## src/rtl/sys_arr_pkg.sv

```systemverilog
// Shared types and default dimensions for the systolic-array front end.
// The load sequencer and its interface import this package.
package sys_arr_pkg;

    localparam int SA_N  = 4;
    localparam int SA_DW = 16;
    localparam int SA_AW = 16;
    localparam int ROW_W = $clog2(SA_N);

    typedef enum logic [1:0] {
        WEIGHT  = 2'd0,
        INPUT   = 2'd1,
        PARTIAL = 2'd2,
        ILLEGAL = 2'd3
    } mat_type_t;

    typedef enum logic [2:0] {
        IDLE  = 3'd0,
        REQ   = 3'd1,
        WAIT  = 3'd2,
        ISSUE = 3'd3,
        DONE  = 3'd4
    } loadseq_state_t;

endpackage

```

## src/rtl/sys_arr_load_sequencer_if.sv

```systemverilog
// Command, scratchpad and array-bus signals of the load sequencer.
// The slave modport is the sequencer; master is whoever drives it.
interface sys_arr_load_sequencer_if
    import sys_arr_pkg::*;
#(
    parameter int N  = SA_N,
    parameter int DW = SA_DW,
    parameter int AW = SA_AW
);
    localparam int RW = (N > 1) ? $clog2(N) : 1;

    logic            start;
    mat_type_t       mat_type;
    logic [AW-1:0]   base_addr;
    logic            busy;
    logic            done;
    logic            cmd_err;
    logic            mem_ren;
    logic [AW-1:0]   mem_addr;
    logic            mem_valid;
    logic [N*DW-1:0] mem_rdata;
    logic            fifo_has_space;
    logic            weight_en;
    logic            input_en;
    logic            partial_en;
    logic [RW-1:0]   row_in_en;
    logic [RW-1:0]   row_ps_en;
    logic [N*DW-1:0] array_bus;

    modport master (
        output start, mat_type, base_addr, mem_valid, mem_rdata, fifo_has_space,
        input  busy, done, cmd_err, mem_ren, mem_addr,
        input  weight_en, input_en, partial_en, row_in_en, row_ps_en, array_bus
    );

    modport slave (
        input  start, mat_type, base_addr, mem_valid, mem_rdata, fifo_has_space,
        output busy, done, cmd_err, mem_ren, mem_addr,
        output weight_en, input_en, partial_en, row_in_en, row_ps_en, array_bus
    );

endinterface

```

## src/rtl/sys_arr_load_sequencer.sv

```systemverilog
// Fetches the N rows of one matrix from the scratchpad and presents each row
// on the array bus with its type strobe and row index, throttled by FIFO space.
module sys_arr_load_sequencer
    import sys_arr_pkg::*;
#(
    parameter int N  = SA_N,
    parameter int DW = SA_DW,
    parameter int AW = SA_AW
) (
    input  logic                     clk,
    input  logic                     rst,
    sys_arr_load_sequencer_if.slave  ctl_io
);

    localparam int RW = (N > 1) ? $clog2(N) : 1;

    localparam logic [2:0] S_IDLE  = IDLE;
    localparam logic [2:0] S_REQ   = REQ;
    localparam logic [2:0] S_WAIT  = WAIT;
    localparam logic [2:0] S_ISSUE = ISSUE;
    localparam logic [2:0] S_DONE  = DONE;

    localparam logic [RW-1:0] LAST_ROW = RW'(N - 1);

    logic [2:0]      state_q, state_d;
    logic [RW-1:0]   row_q, row_d;
    mat_type_t       type_q, type_d;
    logic [AW-1:0]   base_q, base_d;
    logic [N*DW-1:0] buf_q, buf_d;
    logic            cmd_err_q, cmd_err_d;

    logic go;
    logic issue;

    // Weight rows feed the MACs directly, so only input/partial rows wait on space.
    assign go    = (type_q == WEIGHT) | ctl_io.fifo_has_space;
    assign issue = (state_q == S_ISSUE) & go;

    always_comb begin
        // NOTE: every next-state variable gets a default first so no path infers a latch.
        state_d   = state_q;
        row_d     = row_q;
        type_d    = type_q;
        base_d    = base_q;
        buf_d     = buf_q;
        cmd_err_d = 1'b0;

        case (state_q)
            S_IDLE: begin
                if (ctl_io.start) begin
                    if (ctl_io.mat_type == ILLEGAL) begin
                        cmd_err_d = 1'b1;
                    end else begin
                        type_d  = ctl_io.mat_type;
                        base_d  = ctl_io.base_addr;
                        row_d   = '0;
                        state_d = S_REQ;
                    end
                end
            end
            S_REQ:   state_d = S_WAIT;
            S_WAIT: begin
                if (ctl_io.mem_valid) begin
                    buf_d   = ctl_io.mem_rdata;
                    state_d = S_ISSUE;
                end
            end
            S_ISSUE: begin
                if (go) begin
                    if (row_q == LAST_ROW) begin
                        state_d = S_DONE;
                    end else begin
                        row_d   = row_q + RW'(1);
                        state_d = S_REQ;
                    end
                end
            end
            S_DONE:  state_d = S_IDLE;
            default: state_d = S_IDLE;
        endcase
    end

    // NOTE: state is updated with non-blocking assignments so all registers see pre-edge values.
    always_ff @(posedge clk or posedge rst) begin
        if (rst) begin
            state_q   <= S_IDLE;
            row_q     <= '0;
            type_q    <= WEIGHT;
            base_q    <= '0;
            // NOTE: the row buffer is reset too, because array_bus must read 0 during reset.
            buf_q     <= '0;
            cmd_err_q <= 1'b0;
        end else begin
            state_q   <= state_d;
            row_q     <= row_d;
            type_q    <= type_d;
            base_q    <= base_d;
            buf_q     <= buf_d;
            cmd_err_q <= cmd_err_d;
        end
    end

    assign ctl_io.busy      = (state_q != S_IDLE);
    assign ctl_io.done      = (state_q == S_DONE);
    assign ctl_io.cmd_err   = cmd_err_q;
    assign ctl_io.mem_ren   = (state_q == S_REQ);
    assign ctl_io.mem_addr  = base_q + AW'(row_q);
    assign ctl_io.array_bus = buf_q;

    assign ctl_io.weight_en  = issue & (type_q == WEIGHT);
    assign ctl_io.input_en   = issue & (type_q == INPUT);
    assign ctl_io.partial_en = issue & (type_q == PARTIAL);

    // The index for the other row class stays at zero.
    assign ctl_io.row_in_en = (issue && type_q != PARTIAL) ? row_q : '0;
    assign ctl_io.row_ps_en = (issue && type_q == PARTIAL) ? row_q : '0;

endmodule

```

## src/flat_wrapper.sv

```systemverilog
// flat-port wrapper written by rule: the top's interface ports become plain ports
module sys_arr_load_sequencer_flat import sys_arr_pkg::*;
#(
    parameter int N  = SA_N,
    parameter int DW = SA_DW,
    parameter int AW = SA_AW
)
  (clk, rst, ctl_io_start, ctl_io_mat_type, ctl_io_base_addr, ctl_io_mem_valid, ctl_io_mem_rdata, ctl_io_fifo_has_space, ctl_io_busy, ctl_io_done, ctl_io_cmd_err, ctl_io_mem_ren, ctl_io_mem_addr, ctl_io_weight_en, ctl_io_input_en, ctl_io_partial_en, ctl_io_row_in_en, ctl_io_row_ps_en, ctl_io_array_bus);
  sys_arr_load_sequencer_if #(.N(N), .DW(DW), .AW(AW)) ctl_io_i ();
  input  logic clk;
  input  logic rst;
  input wire logic [$bits(ctl_io_i.start)-1:0] ctl_io_start;
  input wire logic [$bits(ctl_io_i.mat_type)-1:0] ctl_io_mat_type;
  input wire logic [$bits(ctl_io_i.base_addr)-1:0] ctl_io_base_addr;
  input wire logic [$bits(ctl_io_i.mem_valid)-1:0] ctl_io_mem_valid;
  input wire logic [$bits(ctl_io_i.mem_rdata)-1:0] ctl_io_mem_rdata;
  input wire logic [$bits(ctl_io_i.fifo_has_space)-1:0] ctl_io_fifo_has_space;
  output wire logic [$bits(ctl_io_i.busy)-1:0] ctl_io_busy;
  output wire logic [$bits(ctl_io_i.done)-1:0] ctl_io_done;
  output wire logic [$bits(ctl_io_i.cmd_err)-1:0] ctl_io_cmd_err;
  output wire logic [$bits(ctl_io_i.mem_ren)-1:0] ctl_io_mem_ren;
  output wire logic [$bits(ctl_io_i.mem_addr)-1:0] ctl_io_mem_addr;
  output wire logic [$bits(ctl_io_i.weight_en)-1:0] ctl_io_weight_en;
  output wire logic [$bits(ctl_io_i.input_en)-1:0] ctl_io_input_en;
  output wire logic [$bits(ctl_io_i.partial_en)-1:0] ctl_io_partial_en;
  output wire logic [$bits(ctl_io_i.row_in_en)-1:0] ctl_io_row_in_en;
  output wire logic [$bits(ctl_io_i.row_ps_en)-1:0] ctl_io_row_ps_en;
  output wire logic [$bits(ctl_io_i.array_bus)-1:0] ctl_io_array_bus;
  assign ctl_io_i.start = ctl_io_start;
  assign ctl_io_i.mat_type = ctl_io_mat_type;
  assign ctl_io_i.base_addr = ctl_io_base_addr;
  assign ctl_io_i.mem_valid = ctl_io_mem_valid;
  assign ctl_io_i.mem_rdata = ctl_io_mem_rdata;
  assign ctl_io_i.fifo_has_space = ctl_io_fifo_has_space;
  assign ctl_io_busy = ctl_io_i.busy;
  assign ctl_io_done = ctl_io_i.done;
  assign ctl_io_cmd_err = ctl_io_i.cmd_err;
  assign ctl_io_mem_ren = ctl_io_i.mem_ren;
  assign ctl_io_mem_addr = ctl_io_i.mem_addr;
  assign ctl_io_weight_en = ctl_io_i.weight_en;
  assign ctl_io_input_en = ctl_io_i.input_en;
  assign ctl_io_partial_en = ctl_io_i.partial_en;
  assign ctl_io_row_in_en = ctl_io_i.row_in_en;
  assign ctl_io_row_ps_en = ctl_io_i.row_ps_en;
  assign ctl_io_array_bus = ctl_io_i.array_bus;
  sys_arr_load_sequencer #(.N(N), .DW(DW), .AW(AW)) u_core (.clk(clk), .rst(rst), .ctl_io(ctl_io_i));
endmodule
```

## config.mk

```make
export PLATFORM = sky130hd
export DESIGN_NAME = sys_arr_load_sequencer_flat
export DESIGN_NICKNAME = d
export VERILOG_FILES = /design/src/rtl/sys_arr_pkg.sv /design/src/rtl/sys_arr_load_sequencer_if.sv /design/src/rtl/sys_arr_load_sequencer.sv /design/src/flat_wrapper.sv
export SDC_FILE = /design/constraint.sdc
export NUM_CORES = 1
export LEC_CHECK = 0
export CORE_AREA = 2 2 95 97
export CTS_CLUSTER_SIZE = 14
export DETAILED_ROUTE_END_ITERATION = 8
export DIE_AREA = 0 0 97 99
export DONT_BUFFER_PORTS = 1
export PLACE_DENSITY = 0.59
export SLEW_MARGIN = 20
export SYNTH_ARGS = -nofsm -noshare
export SYNTH_HDL_FRONTEND = slang
export SYNTH_SLANG_ARGS = --single-unit
```

## constraint.sdc

```tcl
create_clock -name clk -period 2.9 [get_ports clk]
set_input_delay 0.58 -clock clk [delete_from_list [all_inputs] [get_ports clk]]
set_output_delay 0.58 -clock clk [all_outputs]
set_load 0.01 [all_outputs]
```

== Word level (Yosys, flattened, before mapping) ==
Index checks and enable logic that the tools add are counted.

* Register bits: 88
* Input port bits: 87
* Output and inout port bits: 91
* Logic and storage cells: 54

* Add/subtract/negate cells: 2
* Equality and inequality tests: 14
* Mux-type cells: 16
* Bitwise operators: 6
* Reductions and logical operators: 10

{| class="wikitable"
|+ Operators by type and width
! cell !! number
|-
| 16-bit by 2-bit adder with 16-bit output || 1
|-
| 3-bit 2-to-1 mux || 5
|-
| 2-bit 2-to-1 mux || 6
|-
| 3-bit one-hot mux with 4 select lines || 1
|-
| 2-bit != test, second input constant || 5
|-
| 2-bit == test, second input constant || 3
|-
| 3-bit by 2-bit == test with 1-bit output, second input constant || 2
|-
| 5-bit AND reduction || 1
|-
| 1-bit bitwise AND || 4
|-
| 2-bit one-hot mux with 2 select lines || 1
|-
| 4-bit AND reduction || 1
|-
| 3-bit by 1-bit == test with 1-bit output, second input constant || 1
|-
| 3-bit == test, second input constant || 1
|-
| 3-bit logical NOT || 1
|-
| 1-bit 2-to-1 mux || 3
|-
| 3-bit AND reduction || 1
|-
| 3-bit nonzero test || 1
|-
| 2-bit by 1-bit adder with 2-bit output, second input constant || 1
|-
| 2-bit by 1-bit == test with 1-bit output, second input constant || 1
|-
| 1-bit logical AND || 2
|-
| 2-bit logical NOT || 1
|-
| 2-bit by 1-bit != test with 1-bit output, second input constant || 1
|-
| 2-bit AND reduction || 1
|-
| 2-bit nonzero test || 1
|-
| 2 further kinds || 2
|}

== Logic depth before layout (Yosys ltp) ==
* Depth in word-level cells: 5
* Gate-level depth with buffers: 6
* Mapped depth without buffers: 6

== Least setup slack after synthesis ==
No wires, ideal clock.

* Kind: reg-to-output
* Start: register u_core.row_q[0]
* End: output port ctl_io_mem_addr[10]
* Data arrival time: 1,848 ps
* Data required time: 2,320 ps
* Setup slack: 472 ps
* Cell stages (with the launch flop): 7
* Path buffers: 0
* Cell sequence: dfrtp_1 ha_1 inv_1 fa_1 nor3_1 and3_1 xor2_1

* Word-level cells in the longest chain between the ends: 1

{| class="wikitable"
|+ RTL lines
! what !! line !! RTL
|-
| from (decl) || sys_arr_load_sequencer.sv:26 || <nowiki>logic [RW-1:0] row_q, row_d;</nowiki>
|-
| from (signal assigned) || sys_arr_load_sequencer.sv:95 || <nowiki>row_q <= row_d;</nowiki>
|-
| 16-bit by 2-bit adder with 16-bit output || sys_arr_load_sequencer.sv:107 || <nowiki>assign ctl_io.mem_addr = base_q + AW'(row_q);</nowiki>
|-
| to (decl) || flat_wrapper.sv:22 || <nowiki>output wire logic [$bits(ctl_io_i.mem_addr)-1:0] ctl_io_mem_addr;</nowiki>
|}

Every way passes these cells.

== Worst setup path in the final report ==
Same ends and word-level chain as after synthesis.

==> out/qor.yml <==
outcome:
  outcome: "finished clean"
die:
  dieArea_um2: 9603
  core_um2: 8551
  die_w_um: 97
  ios: 178
  die_y_um: 99
  rows: 34
  initial_core_util: 0.4404
finish:
  final_nets: 363
  final_cell_area_um2: 4121
  layout_common_cells: "87 x dfrtp_1, 82 x mux2_2, 12 x nand2_1, 11 x nor2_1"
  layout_commonest_cell: "dfrtp_1"
  fin_util: 0.4820
  diodes: 0
  drive_above_1_share: 0.4079
  stdcell_count: 385
  area_growth_pct: 9.435
synth:
  ys_seq_elements: 88
  syn-num-nets: 358
  yosysWarnings: 0
  syn-cell-area_um2: 3766
  syn_inst: 267
  syn_avg_cell_area_um2: 14.11
  synth.distinct_cells: 30
  seq_area_frac_synth: 0.5847
pwr:
  p_sw_frac: 0.3631
  p_int_mw: 3.064
  power_density_nw_per_um2: 1167
  sequentialPowerShare: 0.537
  leakage_nw: 1.735
  vdd_drop_max_v: 0.0004397
  p_sw_mw: 1.747
  combPwrFrac: 0.284
  clkPwrFrac: 0.178
timing:
  relSlewSlack: 0.5331
  setup_viol: 0
  timing.hold.ws_ns: 0.1993
  finalCritPeriodShare: 0.9330
  rsz0062_at_grt: "no"
  slew_violations: 0
  finalClockSkew_ns: 0.01257
  setup_tns_ns: 0
  finalHoldViolCount: 0
  timing.final.crit_period_ns: 2.706
  worst_pin_slew_ns: 0.6995
  fmax_mhz: 369.6
placed_design:
  gp_congestion: 0.7858
  dpl.hpwl_um: 5271
  io_buffers: 0
  dp_cells: 369
  place_area_um2: 3908
setup_path:
  cp.required_ns: 2.32
  timing.rr.start: "u_core.state_q[0]$_DFFE_PP0P_"
  start_kind: "flop"
  end_kind: "primary output"
  critPathKind: "reg2out"
  worst_ep_arrival_time_ns: 2.13
  cp_max_fo: 6
  crit_path_start: "u_core.row_q[0]$_DFFE_PP0P_"
clock_network:
  clk_pin_slew_worst_paths_ns: 0.09
  insertion_delay_ns: 0.34
  cts_buffer_depth: 2
  clock-sinks: 88
  cts_buffers: 9
  htreeDepth: 3
  cts_tree: "built"
  clockRootBuffer: "clkbuf_8"
grt:
  grt_pass1_wl_um: 11750
  grt_max_degree: 63
  grt_use_total: 0.1547
  grt_antenna_before_repair: 0
  grt_pass1_vias: 2203
  grt_overflow: 0
min_path:
  hp-class: "in2async"
routing:
  routedWlPerCell_um: 18.72
  ant_nets: 0
  via_per_inst: 5.382
  dr.pass1.iters: 4
  wl_um: 7206
  drtIter0Drc: 75
  drcViolationCount: 0
  vias: 2072
flow_run:
  cap_violations: 0
## flip-flops by register name (all words and copies together) (netlist names)
register                 count
u_core.type_q                2
u_core.base_q               16
u_core.state_q               3
u_core.ctl_io.cmd_err        1
u_core.ctl_io.array_bus     64
u_core.row_q                 2
## cell families (layout without fill, tap and decap cells)
family          Yosys count  count (layout)  synth area share
buf+inv                  18              28           0.02525
flops                    88              88            0.5847
xor+xnor                 15              15           0.03488
mux                      82              82            0.2452
fa+ha+maj                 4               4           0.01528
compound gates           10              10           0.01761
simple gates             50              50           0.07708
## metrics by stage
step / worst slack [ns] / power, mW
6_report: 0.1942 / 4.811
2_1_floorplan: 0.04145 / 3.685
3_5_place_dp: 0.4010 / 4.004
3_3_place_gp: 0.4444 / 3.956
5_1_grt: 0.02026 / 5.126
4_1_cts: 0.02757 / 4.875
## worst paths after layout
check,slack [ns],endpoint,cells after the start
max in group asynchronous,2.05,u_core.base_q[9]$_DFFE_PP0P_,2
min in group clk,0.37,u_core.type_q[0]$_DFFE_PP0P_,1
min,0.20,u_core.ctl_io.array_bus[23]$_DFFE_PP0P_,1
min reg2reg,0.53,u_core.base_q[0]$_DFFE_PP0P_,1
max reg2reg,1.00,u_core.ctl_io.array_bus[51]$_DFFE_PP0P_,3
max,0.19,ctl_io_mem_addr[10],7
## worst max-delay path: stages (launching register included)
cell and delay, ns:
dfrtp_2 0.41, ha_1 0.19, inv_1 0.06, fa_2 0.38, nor3_1 0.20, buf_4 0.16
and3_1 0.20, xor2_2 0.19
## layout make-up
class / instances / area (um^2)
Timing Repair Buffer: 4 / 55.05
Multi-Input combinational cell: 161 / 1494
Tap cell: 108 / 135.1
Sequential cell: 88 / 2203
Clock inverter: 6 / 65.06
Inverter: 8 / 31.28
Clock buffer: 10 / 137.6
Fill cell: 783 / 4429
## synth_stat cells (all sizes together)
cell type  number  area [um^2]
inv             8        30.03
nor2           11        41.29
o22ai           1        6.260
and4            1        8.760
dfrtp          88         2202
buf            10        65.06
fa              1        20.02
a21o            3        22.52
o22a            2        17.52
nor4            1        6.260
nand2          12        45.04
xor2            5        43.79
mux2           82        923.4
and3            2        12.51
ha              3        37.54
and2            1        6.260
o21ai           1        5.000
nand4           3        18.77
or2             1        6.260
a21oi           3        15.01
nand3           3        20.02
nand3b          1        20.02
nor4b           1        15.01
nor3            8        50.05
nor4bb          1        10.01
xnor2          10        87.58
nor3b           4        30.03
## per-layer routing
metal,track usage,up-vias,wire [um],part of all wire
met5,0,-,0,0
met4,0.06609,0,96,0.013
met3,0.04965,9,594,0.082
met2,0.2399,106,3457,0.48
met1,0.2014,1013,3058,0.42
li1,-,944,-,-
## what timing repair did
action	4_1_cts	5_1_grt
hold buffers	0	0
gates resized for setup	0	3
setup endpoints to repair	0	3
hold endpoints to repair	0	0
buffers inserted	0	0
## power groups by stage
stage / registers, mW / clock network, mW / logic (mW)
after floorplan: 2.42 / 0 / 1.27
after global placement: 2.61 / 0 / 1.35
after detailed placement: 2.61 / 0 / 1.39
after CTS: 2.60 / 0.888 / 1.39
after global routing: 2.68 / 0.935 / 1.51
final: 2.59 / 0.858 / 1.37
No activity file was read; power rests on OpenSTA's default activity.
